`config.mk`:
```
export PLATFORM = sky130hd
export DESIGN_NAME = a_conditioner
export DESIGN_NICKNAME = d
export VERILOG_FILES = /design/src/rtl/a_conditioner.sv
export SDC_FILE = /design/constraint.sdc
export NUM_CORES = 1
export LEC_CHECK = 0
export ABC_AREA = 1
export CORE_AREA = 2 2 54 56
export CTS_CLUSTER_DIAMETER = 50
export DETAILED_ROUTE_END_ITERATION = 8
export DIE_AREA = 0 0 56 58
export PLACE_DENSITY = 0.55
export SYNTH_ARGS = -nofsm -noshare
export SYNTH_HDL_FRONTEND = slang
export SYNTH_SLANG_ARGS = --single-unit
```
`constraint.sdc`:
```
create_clock -name clk -period 2.3 [get_ports clk]
set_input_delay 0.345 -clock clk [delete_from_list [all_inputs] [get_ports clk]]
set_output_delay 0.345 -clock clk [all_outputs]
set_load 0.05 [all_outputs]
```
`src/rtl/a_conditioner.sv`:
```
// a_conditioner: synchronises the raw asynchronous `a` input, debounces it
// with a four-state check machine and drives the clean level consumed by the
// downstream FSM block. It also produces one-cycle edge pulses and a
// saturating count of aborted checks for diagnostics.
module a_conditioner #(
  parameter int SYNC_STAGES   = 2,
  parameter int STABLE_CYCLES = 4,
  parameter int CNT_W         = 8
) (
  input  logic             clk,
  input  logic             reset,
  input  logic             a_raw,
  input  logic             clr_cnt,
  output logic             a,
  output logic             a_rise,
  output logic             a_fall,
  output logic             busy,
  output logic [CNT_W-1:0] glitch_cnt
);

  localparam int CW = $clog2(STABLE_CYCLES + 1);
  localparam logic [CW-1:0] CNT_LAST = CW'(STABLE_CYCLES);

  typedef enum logic [1:0] {
    LOW    = 2'd0,
    CHK_HI = 2'd1,
    HIGH   = 2'd2,
    CHK_LO = 2'd3
  } state_t;

  state_t                 state;
  logic [CW-1:0]          cnt;
  logic [SYNC_STAGES-2:0] sync;
  logic                   s;
  logic                   abort;

  // The state register itself is the final synchroniser flop: the FSM acts on
  // the value leaving stage SYNC_STAGES-1, so a level sampled at E0 moves the
  // state at E(SYNC_STAGES-1).
  assign s = sync[SYNC_STAGES-2];

  // A check is aborted when the synchronised level reverts before acceptance.
  assign abort = ((state == CHK_HI) && !s) || ((state == CHK_LO) && s);

  // Synchroniser shift chain, cleared on reset.
  always_ff @(posedge clk) begin
    if (reset) begin
      sync <= '0;
    end else begin
      sync[0] <= a_raw;
      for (int unsigned i = 1; i < SYNC_STAGES - 1; i++) begin
        sync[i] <= sync[i-1];
      end
    end
  end

  // Debounce FSM with registered level, pulse and busy outputs.
  always_ff @(posedge clk) begin
    if (reset) begin
      state  <= LOW;
      cnt    <= '0;
      a      <= 1'b0;
      a_rise <= 1'b0;
      a_fall <= 1'b0;
      busy   <= 1'b0;
    end else begin
      a_rise <= 1'b0;
      a_fall <= 1'b0;
      case (state)
        LOW: begin
          if (s) begin
            state <= CHK_HI;
            cnt   <= CW'(1);
            busy  <= 1'b1;
          end
        end
        CHK_HI: begin
          if (!s) begin
            state <= LOW;
            busy  <= 1'b0;
          end else if (cnt == CNT_LAST) begin
            state  <= HIGH;
            a      <= 1'b1;
            a_rise <= 1'b1;
            busy   <= 1'b0;
          end else begin
            cnt <= cnt + CW'(1);
          end
        end
        HIGH: begin
          if (!s) begin
            state <= CHK_LO;
            cnt   <= CW'(1);
            busy  <= 1'b1;
          end
        end
        CHK_LO: begin
          if (s) begin
            state <= HIGH;
            busy  <= 1'b0;
          end else if (cnt == CNT_LAST) begin
            state  <= LOW;
            a      <= 1'b0;
            a_fall <= 1'b1;
            busy   <= 1'b0;
          end else begin
            cnt <= cnt + CW'(1);
          end
        end
        default: begin
          state <= LOW;
          a     <= 1'b0;
          busy  <= 1'b0;
        end
      endcase
    end
  end

  // Saturating glitch counter; clear wins over a simultaneous abort.
  always_ff @(posedge clk) begin
    if (reset || clr_cnt) begin
      glitch_cnt <= '0;
    end else if (abort && (glitch_cnt != '1)) begin
      glitch_cnt <= glitch_cnt + CNT_W'(1);
    end
  end

endmodule

```
==> results of run 1 <==
## registers in the layout, summed over array words and instances, names as in the netlist, named ones only
| name | flops |
|---|---|
| a_fall | 1 |
| s | 1 |
| a | 1 |
| cnt | 3 |
| state | 1 |
| glitch_cnt | 8 |
| a_rise | 1 |
| busy | 1 |
## cell usage in the layout (no fill, tap or decap), types with 2 or more instances in the layout
cell type	instances
sky130_fd_sc_hd__nand2_1	30
sky130_fd_sc_hd__nor2_1	18
sky130_fd_sc_hd__dfxtp_1	18
sky130_fd_sc_hd__clkdlybuf4s50_1	15
sky130_fd_sc_hd__inv_1	14
sky130_fd_sc_hd__a21oi_1	8
sky130_fd_sc_hd__nand3_1	7
sky130_fd_sc_hd__xor2_1	4
sky130_fd_sc_hd__nand2_2	3
sky130_fd_sc_hd__ha_1	3
sky130_fd_sc_hd__clkbuf_4	3
sky130_fd_sc_hd__nor2_4	2
sky130_fd_sc_hd__nand3_2	2
sky130_fd_sc_hd__nand2_4	2
sky130_fd_sc_hd__nor3_1	2
## per-stage QoR
step | utilization, % | instances | setup WS, ns
5_1_grt | 41.4 | 170 | 0.281
4_1_cts | 41.4 | 170 | 0.355
3_5_place_dp | 40.5 | 167 | 0.692
2_1_floorplan | - | 122 | 0.678
6_report | 41.4 | 170 | 0.383
3_3_place_gp | 40.5 | 167 | 0.721
## layer usage
metal | wire length [um] | share of wire [%] | track usage [%] | vias to the layer above
met5 | 0 | 0 | 0 | -
met4 | 30 | 1.8 | 6.12 | 0
met3 | 60 | 3.6 | 2.90 | 4
met2 | 842 | 50 | 20.3 | 12
met1 | 747 | 44 | 14.3 | 359
li1 | - | - | - | 418
## path summary, 6_finish.rpt
kind	slack, ns	cells after the start	from	to
setup reg to reg	0.90	9	cnt[0]	cnt[1]
hold reg to reg	0.49	2	cnt[1]	cnt[1]
setup / recovery	0.38	1	glitch_cnt[4]	glitch_cnt[4]
hold / removal	0.49	2	cnt[1]	cnt[1]
## power breakdown
group          internal (W)  total (W)  switching [W]
Combinational     0.0000163  0.0000422      0.0000259
Clock             0.0000608   0.000154      0.0000935
Sequential         0.000316   0.000322     0.00000571
## cell type report
cell class,instances,share of cell area (%)
multi-input combinational,87,42.3
sequential,18,32.7
timing repair buffer,16,14.3
inverter,15,5.11
tap,31,3.52
clock buffer,3,2.05
## cells by family after synthesis
| kind of cell | share of synthesized area (%) |
|---|---|
| AOI/OAI and AO/OA | 8.68 |
| buffers and inverters | 7.56 |
| adders and majority gates | 4.20 |
| and+or+nand+nor | 35.3 |
| xor gates and xnor gates | 3.92 |
| DFF | 40.3 |
## cell usage after synthesis
cell | count | area, um2
sky130_fd_sc_hd__a21oi_1 | 8 | 40.0
sky130_fd_sc_hd__nand2_2 | 3 | 18.8
sky130_fd_sc_hd__clkbuf_1 | 1 | 3.75
sky130_fd_sc_hd__nand2_1 | 30 | 113
sky130_fd_sc_hd__inv_2 | 1 | 3.75
sky130_fd_sc_hd__xor2_1 | 4 | 35.0
sky130_fd_sc_hd__nand3_2 | 2 | 20.0
sky130_fd_sc_hd__nor3_1 | 2 | 10.0
sky130_fd_sc_hd__nor2_4 | 2 | 22.5
sky130_fd_sc_hd__a211oi_2 | 1 | 12.5
sky130_fd_sc_hd__nand3_1 | 7 | 35.0
sky130_fd_sc_hd__ha_1 | 3 | 37.5
sky130_fd_sc_hd__a211oi_1 | 1 | 7.51
sky130_fd_sc_hd__nand2_4 | 2 | 22.5
sky130_fd_sc_hd__nor2_1 | 18 | 67.6
sky130_fd_sc_hd__nand4_1 | 1 | 6.26
sky130_fd_sc_hd__buf_4 | 1 | 7.51
sky130_fd_sc_hd__o21ai_0 | 1 | 5.00
sky130_fd_sc_hd__o21ai_1 | 1 | 5.00
sky130_fd_sc_hd__inv_1 | 14 | 52.6
sky130_fd_sc_hd__a21boi_0 | 1 | 7.51
sky130_fd_sc_hd__dfxtp_1 | 18 | 360
==> results summary, run 1 <==
The clock latency reported for the late side of the worst-skew pair came out at 0.29 ns. The number of clock buffers inserted by TritonCTS came out at 3. The cell area after layout came out at 1100 um2. The data required time of the worst path is between 1.5 and 2 ns. In the final routed layout, each cell accounts on average for around 9.9 um. The post-synthesis to final-layout area growth is 23.2%. Of all nets on the critical path, the largest fanout is 6. The leakage power total came out at approximately 0.42 nW. The estimated wirelength of the detail-placed design came out at between 1000 and 1500 um. Entering global routing, the biggest net connects 12 pins.

The height of the die came out at a little under 60 um. The first global-routing pass estimated around 3100 um of wire. CTS built an H-tree with a depth of 1. The flow ran to the end, and the final reports show no timing, DRC or antenna violations. In this run the remaining antenna-violating nets after routing total 0. The x dimension of the die came out at around 56 um. Summed over all failing endpoints, the final setup total negative slack is 0 ns. For this design, the slowest cell found on the critical path is sky130_fd_sc_hd__clkdlybuf4s50_1. The number of antenna repair diodes came out at 0. The flip-flop and latch count after synthesis came out at 18. The sequential element share of the synthesized area is between 40% and 50%. The power density over cell area is 471 nW/um2.

The floorplan step defined a die boundary enclosing 3250 um2. The area used by multi-input combinational logic came out at approximately 470 um2. The final clock skew is about 0.0056 ns.

Once the floorplan was initialized, standard cells occupied 33.6% of the core. Setup repair after global routing left no endpoint under its margin. The total area inside the core boundary comes to 2660 um2. Clock-pin slew was measured on the worst setup and hold paths at ~0.10 ns. The number of buffer and inverter instances along the worst setup path came out at 1. The largest vdd supply drop is roughly 0.3 mV. The area taken by flip-flops and latches is between 300 and 400 um2. The type of the worst setup path is reg2out. The count of warnings emitted by yosys is 0. The tool flagged a number of max-cap violations equal to 0. The routability-driven placement congestion ratio is between 0.7 and 0.8. The cell area reported after detailed placement is 1080 um2. The top-level port count is 16. The count of TritonRoute iterations in the first routing pass came out at 4. The final critical-path required period came out at 1.92 ns. The routed via count is between 700 and 800. The setup fix buffers added after clock tree synthesis is 0.

The fraction of final layout cells with drive strength greater than 1 came out at 10.8%. The tree is rooted in a sky130_fd_sc_hd__clkbuf_4. TritonCTS built the clock tree. Traced cell by cell, the critical path runs through clkdlybuf4s50_1.

Data on the critical path arrives at its endpoint at around 1.6 ns. After detailed routing, the total wire length is roughly 1700 um. The total power of the final layout came out at slightly above 0.0005 W.

The layout has 284 filler cells. After the last flow step, the layout net total stands at approximately 150. The via-per-instance ratio is ~4.7. The maximum clock frequency is about 520 MHz. The final period utilization came out at 83.4%. The total count of max-transition violations in the final report came to 0. The distinct cell type count after synthesis came out at 22. The first routing iteration left 14 violations. The measured slew at the worst slew-check pin came out at roughly 0.5 ns. Counting every instance in the synthesized netlist gives roughly 120. The worst stage delay on the critical path is around 0.84 ns. The worst hold slack across all endpoints is roughly 0.49 ns. The type of element capturing the critical path is a primary output. The number of hold-repair buffers added at the cts stage is 0. The top cell family by delay on the critical path is buffers and inverters. The CTS sink count is 18.

The number of global-route vias before repair came out at 750. Gates resized during post-CTS repair numbered 0. The count of port buffers added during placement came out at 15. The post-route DRC violation count came out at 0. Global routing consumed, over all layers together, 12.0% of the routing resources. The initial antenna violation count was 0. The average cell area after synthesis came out at about 7.3 um2. The largest buffer count on any clock path came out at 2. The worst setup path is launched from a register.

The synthesized netlist occupies a cell area of between 800 and 900 um2. The total of endpoints with negative setup slack in the final report is 0. Counting every net in the synthesized netlist gives about 130. The total congestion overflow after global routing is 0.

The tightest min-delay check is of the reg2reg type. The hold violation count in the final report is 0. The number of rows created at floorplan is 19. The normalized max-slew margin is around 66%.
Power figures use the tool's default switching activity.
==> inputs of run 2 (changes only) <==
==> constraint.sdc (replaced) <==
create_clock -name clk -period 1.98 [get_ports clk]
set_input_delay 0.297 -clock clk [delete_from_list [all_inputs] [get_ports clk]]
set_output_delay 0.297 -clock clk [all_outputs]
set_load 0.05 [all_outputs]
==> results summary, run 2 (synthesis results as in run 1) <==
The number of antenna repair diodes is 0. The first global-routing pass estimated 2920 um of wire. The placed instances occupy a cell area of around 1100 um2. The path category of the worst min-delay check is reg2reg.

The die covers 3250 um2. For the pin with the worst max-slew slack, the measured transition is 0.503 ns. The clock tree root buffer cell is sky130_fd_sc_hd__clkbuf_4. Hold is met by 0.483 ns.

The number of cells upsized or downsized after cts came out at 0. The portion of total power attributed to the clock network came out at roughly 29%. The leakage power total came out at 0.420 nW. The data required time of the worst path came out at about 1.7 ns.

For this block, the via count after detailed routing is 775. The number of clock buffers inserted by TritonCTS is 3. The sequential fraction of design power came out at 62.4%. In the final design database the tool counted ~150 nets.

The critical path goes through clkdlybuf4s50_1. Clock skew on the completed layout was measured at about 0.0015 ns. The hold violation count in the final report came out at 0. The detailed router finished its first iteration with 13 violations. The worst stage delay on the critical path came out at about 0.84 ns. The post-route DRC violation count is 0. The run finished with clean final reports. The setup fix buffers added after clock tree synthesis is 0. The clock-pin slew reported for the worst setup and hold paths after clock tree synthesis is 0.10 ns. The final critical-path required period is approximately 1.9 ns. In the layout the commonest cells are sky130_fd_sc_hd__nand2_1 (30), sky130_fd_sc_hd__nor2_1 (18), sky130_fd_sc_hd__dfxtp_1 (18). Grouping stages by cell kind, the critical path spends the most delay in buffers and inverters. In the routed layout, each cell is associated on average with a via count of around 4.6.

The x dimension of the die came out at 56 um. The H-tree depth reported by CTS came out at 1. The startpoint type of the worst setup path is a register. The total track usage came out at 11.4%. The post-detailed-route wirelength per cell is slightly above 10 um. On the critical path, the stage with the largest delay is an instance of sky130_fd_sc_hd__clkdlybuf4s50_1. After routing the design area is roughly 1100 um2.

Setup violations remaining at the end of the flow were counted as 0. Measured along the y axis, the die boundary spans a little under 60 um. The largest net degree at the start of global routing is 11. The clock latency reported for the late side of the worst-skew pair is 0.28 ns. The clock tree from TritonCTS is done. The clock drives 18 sinks. The total count of max-transition violations in the final report is 0. The initial antenna violation count came out at 0. The critical path data arrival time is roughly 1.6 ns. The fraction of final layout cells with drive strength greater than 1 is a little over a tenth. The switching part of the total came out at a little under a quarter. The largest vdd supply drop came out at between 0.3 and 0.4 mV.

The post-synthesis to final-layout area growth came out at 23.2%. Together, buffers and inverters on the worst path number 1. The antenna violation net count after detailed routing is 0. The max-cap violation count came out at 0. Ranked by flip-flop count, first place goes to glitch_cnt. The total congestion overflow after global routing came out at 0.

The flip-flop count of the largest register, all copies and words added came out at 8. The initial core utilization is 33.6%. The final wirelength is 1730 um. Input and output buffers added on the ports amount to 15. The type of element capturing the critical path is a primary output. The largest buffer count on any clock path came out at 2. The maximum clock frequency is 539 MHz.

The normalized max-slew margin came out at approximately two thirds. The largest registers in the layout are glitch_cnt x8, cnt x3. The net switching component of the power is approximately 0.00014 W. The critical path in this run is classified as reg2out. Once detailed placement completed, the half-perimeter wirelength came to ~1300 um. The number of rows created at floorplan came out at 19. Setup repair after global routing left no endpoint under its margin.

In this run the worst path has a maximum fanout of 6. The number of hold-repair buffers added at the cts stage is 0. The number of global-route vias before repair was between 700 and 800. In this run, the combinational gates consume under 10% of the power. The count of TritonRoute iterations in the first routing pass came out at 4. The sum of negative setup slack is 0 ns. The internal portion of total power came out at 0.000457 W. The routability-driven placement congestion ratio is between 0.7 and 0.8.

After layout, the worst path uses 93.7% of the clock period. The top-level port count is 16. The power density over cell area came out at 545 nW/um2.

The placeable core region is 2660 um2. The library cell used most frequently in the layout, excluding fill and tap cells, is sky130_fd_sc_hd__nand2_1.
==> run 2: worst paths after layout <==
check                              startpoint       endpoint  slack (ns)  depth (start not counted)
worst max-delay path            glitch_cnt[2]  glitch_cnt[2]        0.12                          1
worst max register to register         cnt[0]         cnt[2]        0.59                          9
worst min register to register              a              a        0.48                          2
worst min-delay path                        a              a        0.48                          2
==> run 2: per-stage QoR <==
stage                     worst slack, ns  std cells  power, W  utilization (%)
after floorplan                     0.358        122  0.000415                -
after global placement              0.447        167  0.000432             40.5
after detailed placement            0.430        167  0.000433             40.5
after CTS                          0.0976        170  0.000613             41.4
after global routing               0.0152        170  0.000634             41.4
final                               0.124        170  0.000600             41.4
==> run 2: final cells by class <==
type                            instances  area, um2
Tap cell                               31       38.8
Inverter                               15       56.3
Sequential cell                        18        360
Timing Repair Buffer                   16        158
Fill cell                             279       1560
Clock buffer                            3       22.5
Multi-Input combinational cell         87        465
==> run 2: power groups by stage <==
stage	sequential (W)	combinational, W	clock, W
floorplan	0.000388	0.0000273	0
global placement	0.000382	0.0000494	0
detailed placement	0.000383	0.0000501	0
CTS	0.000374	0.0000505	0.000188
global route	0.000376	0.0000549	0.000203
finish	0.000374	0.0000499	0.000176
==> run 2: per-layer routing <==
layer | vias up | routed length [um] | global-route usage, %
li1 | 416 | - | -
met2 | 18 | 868 | 21.3
met1 | 337 | 774 | 12.4
met3 | 4 | 71 | 2.23
met4 | 0 | 18 | 5.10
met5 | - | 0 | 0
==> run 2: tightest hold or removal path, delay by kind of cell (launching register included) <==
kind | cells | cell delay, ns
AO/OA/AOI/OAI | 2 | 0.12
flip-flops | 1 | 0.32
==> RTL edit 1 (config.mk and constraints of run 2) <==
The parameter `SYNC_STAGES` goes from 2 to 4.
--- a/src/rtl/a_conditioner.sv
+++ b/src/rtl/a_conditioner.sv
@@ -4,5 +4,5 @@
 // saturating count of aborted checks for diagnostics.
 module a_conditioner #(
-  parameter int SYNC_STAGES   = 2,
+  parameter int SYNC_STAGES   = 4,
   parameter int STABLE_CYCLES = 4,
   parameter int CNT_W         = 8
Behaviour: not the same (a bounded check fails within 4 cycles, from zero or initial values and one cycle with reset high).
==> RTL edit 1 against run 2 <==
  * Sequential cell count increased by 2
  * Critical path depth unchanged
  * Total power increased by 11%
  * Cell area increased by 4.8%
  * Die area unchanged
  * Wire length decreased by 0.75%
  * Synthesized area increased by 4.3%
  * Worst setup slack got worse by 0.014 ns
  * Count of clock-buffer cells in the layout increased by 1
  * Critical endpoint unchanged
  * Largest power group unchanged
==> RTL edit 1: results (changes against run 2) <==
cell count after synthesis - 130 (was 122)
biggest regs - glitch_cnt x8, cnt x3, sync x3 (was glitch_cnt x8, cnt x3)
drt total wl - 1720 um (was 1730 um)
GRT Overall Usage - 11.9% (was 11.4%)
VDD IR max - 0.000435 V (was 0.000319 V)
DP Cell Count - 175 (was 167)
fin nets - 156 (was 148)
worst-margin pin slew - 0.498 ns (was 0.503 ns)
Final Wtd Congestion - 0.745 (was 0.725)
dominant cells by area after synthesis - dfxtp_1 (43%), nand2_1 (14%), nor2_1 (6.0%), a21oi_1 (5.9%), inv_1 (5.6%) (was dfxtp_1 (40%), nand2_1 (13%), nor2_1 (7.6%), inv_1 (5.9%), a21oi_1 (4.5%))
DRT iter0 DRCs - 15 (was 13)
vias in the first global route - 781 (was 735)
Net Count, Synth - 137 (was 129)
top cells by count, synth - nand2_1 (35), dfxtp_1 (20), nor2_1 (15) (was nand2_1 (30), dfxtp_1 (18), nor2_1 (18))
layout cells sized above 1 - 10.8% (about the same)
worst clock skew - 0.00426 ns (was 0.00149 ns)
register area share after synthesis - 43.0% (was 40.3%)
largest net degree at the start of global routing - 12 (was 11)
filler cell count - 286 (was 279)
CP max-delay cell - clkdlybuf4s50_1 (unchanged)
status - completed (unchanged)
DR WL/cell - 9.60 um (was 10.2 um)
first-pass GRT wire length - 3100 um (was 2920 um)
leakage dissipation - 0.000453 uW (was 0.000420 uW)
DR vias/cell - 4.61 (was 4.56)
Pre-antenna DRT Iters - 3 (was 4)
RTL edit 1: per-layer routing:
metal  global-route usage [%]  vias up  wire length [um]
met4                     4.08        0                17
met2                     21.3        9               833
met1                     13.8      375               804
met3                     3.13        2                65
li1                         -      439                 -
met5                        0        -                 0
RTL edit 1: final timing paths:
path,start,end,depth (start not counted),slack [ns]
setup reg to reg,cnt[0],cnt[2],9,0.58
hold reg to reg,sync[0],sync[1],2,0.41
setup / recovery,glitch_cnt[2],glitch_cnt[2],1,0.11
hold / removal,sync[0],sync[1],2,0.41
RTL edit 1: power by group:
| part | switching [uW] | internal, uW |
|---|---|---|
| clock network | 115 | 112 |
| logic | 18.6 | 12.5 |
| registers | 3.23 | 407 |
RTL edit 1: final cells by class:
type,count,area share [%]
Sequential cell,20,34.7
Timing Repair Buffer,16,13.7
Tap cell,31,3.36
Clock buffer,4,3.15
Inverter,18,5.86
Multi-Input combinational cell,90,39.3
RTL edit 1: kinds of logic (layout without fill, tap and decap cells):
kind of cell | after synthesis | after routing | synth area share, %
buffers and inverters | 20 | 38 | 8.46
adder cells (fa/ha/maj) | 3 | 3 | 4.03
AO/OA/AOI/OAI | 16 | 16 | 9.13
XOR/XNOR | 4 | 4 | 3.76
flip-flops | 20 | 20 | 43.0
AND/OR/NAND/NOR | 67 | 67 | 31.7
RTL edit 1: stage by stage:
stage	util [%]	worst slack (ns)	instance area (um^2)
floorplan	-	0.360	932
finish	43.3	0.110	1150
global route	43.3	0.0331	1150
global placement	42.0	0.446	1120
CTS	43.3	0.0834	1150
detailed placement	42.0	0.431	1120
==> RTL edit 2 (settings of run 2) <==
Made on the original files. Register the output `glitch_cnt` once more, with the module's reset; this adds one clock of latency there. The other outputs are not delayed to match.
--- a/src/rtl/a_conditioner.sv
+++ b/src/rtl/a_conditioner.sv
@@ -28,4 +28,6 @@
     CHK_LO = 2'd3
   } state_t;
+
+  logic [CNT_W-1:0] glitch_cnt_s0;
 
   state_t                 state;
@@ -120,7 +122,15 @@
   always_ff @(posedge clk) begin
     if (reset || clr_cnt) begin
+      glitch_cnt_s0 <= '0;
+    end else if (abort && (glitch_cnt_s0 != '1)) begin
+      glitch_cnt_s0 <= glitch_cnt_s0 + CNT_W'(1);
+    end
+  end
+
+  always_ff @(posedge clk) begin
+    if (reset) begin
       glitch_cnt <= '0;
-    end else if (abort && (glitch_cnt != '1)) begin
-      glitch_cnt <= glitch_cnt + CNT_W'(1);
+    end else begin
+      glitch_cnt <= glitch_cnt_s0;
     end
   end
Check against the original RTL: not equivalent (Yosys sat finds a counterexample within 4 cycles, from zero or initial values and one cycle with reset high).
==> RTL edit 2 against run 2 <==
  * Wire length up 22%
  * Worst setup slack improved by 0.088 ns
  * Clock power rose by 110%
  * Total power is 60% higher
  * Sequential cell count rose by 8
  * Final cell count up 14%
  * Hold slack got worse by 0.011 ns
  * Register-to-register slack gained 0.09 ns
  * Synthesized area up 25%
  * Cell area grew 24%
  * Non-clock buffer count grew 1
==> RTL edit 2: results (changes against run 2) <==
worst skew pair latency - 0.32 ns (was 0.28 ns)
buffering overhead - 12.1% (was 14.3%)
Worst slew margin - 66.8% (was 66.3%)
PD cells - 703 nW/um^2 (was 545 nW/um^2)
Ys Warns - 0 (unchanged)
register area share after synthesis - 46.4% (was 40.3%)
multi-input combinational cell count - 93 (was 87)
HP Class - reg2reg (unchanged)
largest net degree at the start of global routing - 16 (was 11)
cell count after synthesis - 143 (was 122)
dominant cells by area after synthesis - dfxtp_1 (46%), nand2_1 (8.7%), nor2_1 (7.4%), inv_1 (7.0%), a21oi_1 (4.9%) (was dfxtp_1 (40%), nand2_1 (13%), nor2_1 (7.6%), inv_1 (5.9%), a21oi_1 (4.5%))
layout cells sized above 1 - 10.5% (was 10.8%)
Post-DP Area - 1320 um^2 (was 1080 um^2)
filler cell count - 276 (was 279)
GRT Overall Usage - 14.3% (was 11.4%)
biggest regs - glitch_cnt x8, glitch_cnt_s0 x8, cnt x3 (was glitch_cnt x8, cnt x3)
VDD IR max - 0.000386 V (was 0.000319 V)
Flop pwr share - 55.9% (was 62.4%)
CP max stage delay - 0.80 ns (was 0.84 ns)
top cells by count, synth - dfxtp_1 (26), nand2_1 (26), nor2_1 (22) (was nand2_1 (30), dfxtp_1 (18), nor2_1 (18))
distinct cell type count after synthesis - 20 (was 22)
worst slack, placed - 0.563 ns (was 0.430 ns)
comb pwr - 59.6 uW (was 49.9 uW)
ClkCell Share - 3.84% (was 2.05%)
antenna violations before repair - 0 (unchanged)
Net Count, Synth - 150 (was 129)
ant diodes - 0 (unchanged)
DP Cell Count - 189 (was 167)
worst r2r src - glitch_cnt_s0[0] (was cnt[0])
Seq area share - 38.0% (was 32.7%)
DR WL/cell - 11.0 um (was 10.2 um)
# port buffers - 15 (unchanged)
leakage dissipation - 0.000565 uW (was 0.000420 uW)
CP max FO - 1 (was 6)
fin util - 51.4% (was 41.4%)
full die area - 3250 um^2 (unchanged)
Worst EP arrival - 1.47 ns (was 1.56 ns)
invs w/o clock - 22 (was 15)
DR vias/cell - 4.67 (was 4.56)
Worst Setup SP - glitch_cnt[1] (was glitch_cnt[2])
number of non-clock buffers in the layout - 17 (was 16)
fraction of area in multi-input gates - 36.8% (was 42.3%)
Psw - 204 uW (was 143 uW)
HPWL Detailed - 1550 um (was 1340 um)
fin nets - 170 (was 148)
Reg clk slew, reported paths - 0.14 ns (was 0.10 ns)
worst clock skew - 0.00344 ns (was 0.00149 ns)
hold path startpoint - a (unchanged)
status - completed (unchanged)
clock sinks - 26 (was 18)
Final Wtd Congestion - 0.703 (was 0.725)
first-pass GRT wire length - 3570 um (was 2920 um)
DRT iter0 DRCs - 9 (was 13)
vias in the first global route - 867 (was 735)
post_cts resized - 0 (unchanged)
vias - 901 (was 775)
==> RTL edit 2: tightest hold or removal path, stage by stage, from the launching register on <==
cell     delay (ns)
dfxtp_1        0.34
nand2_1        0.06
a21oi_1        0.05
==> RTL edit 2: final timing paths <==
path | endpoint | slack, ns | cells after the start
min reg2reg | a | 0.47 | 2
max reg2reg | glitch_cnt_s0[0] | 0.68 | 8
min | a | 0.47 | 2
max | glitch_cnt[1] | 0.21 | 1
==> RTL edit 2: cell families after synthesis <==
| family | Yosys count | synth area share (%) |
|---|---|---|
| XOR/XNOR | 4 | 3.12 |
| AO/OA/AOI/OAI | 14 | 6.25 |
| flip-flops | 26 | 46.4 |
| buffers and inverters | 24 | 8.59 |
| adder cells (fa/ha/maj) | 3 | 3.35 |
| AND/OR/NAND/NOR | 72 | 32.3 |
==> RTL edit 2: routing by layer <==
metal	part of all wire (%)	GRT usage, %
met5	0	0
met4	1.0	7.14
met3	3.2	2.01
met2	50	26.1
met1	46	16.3
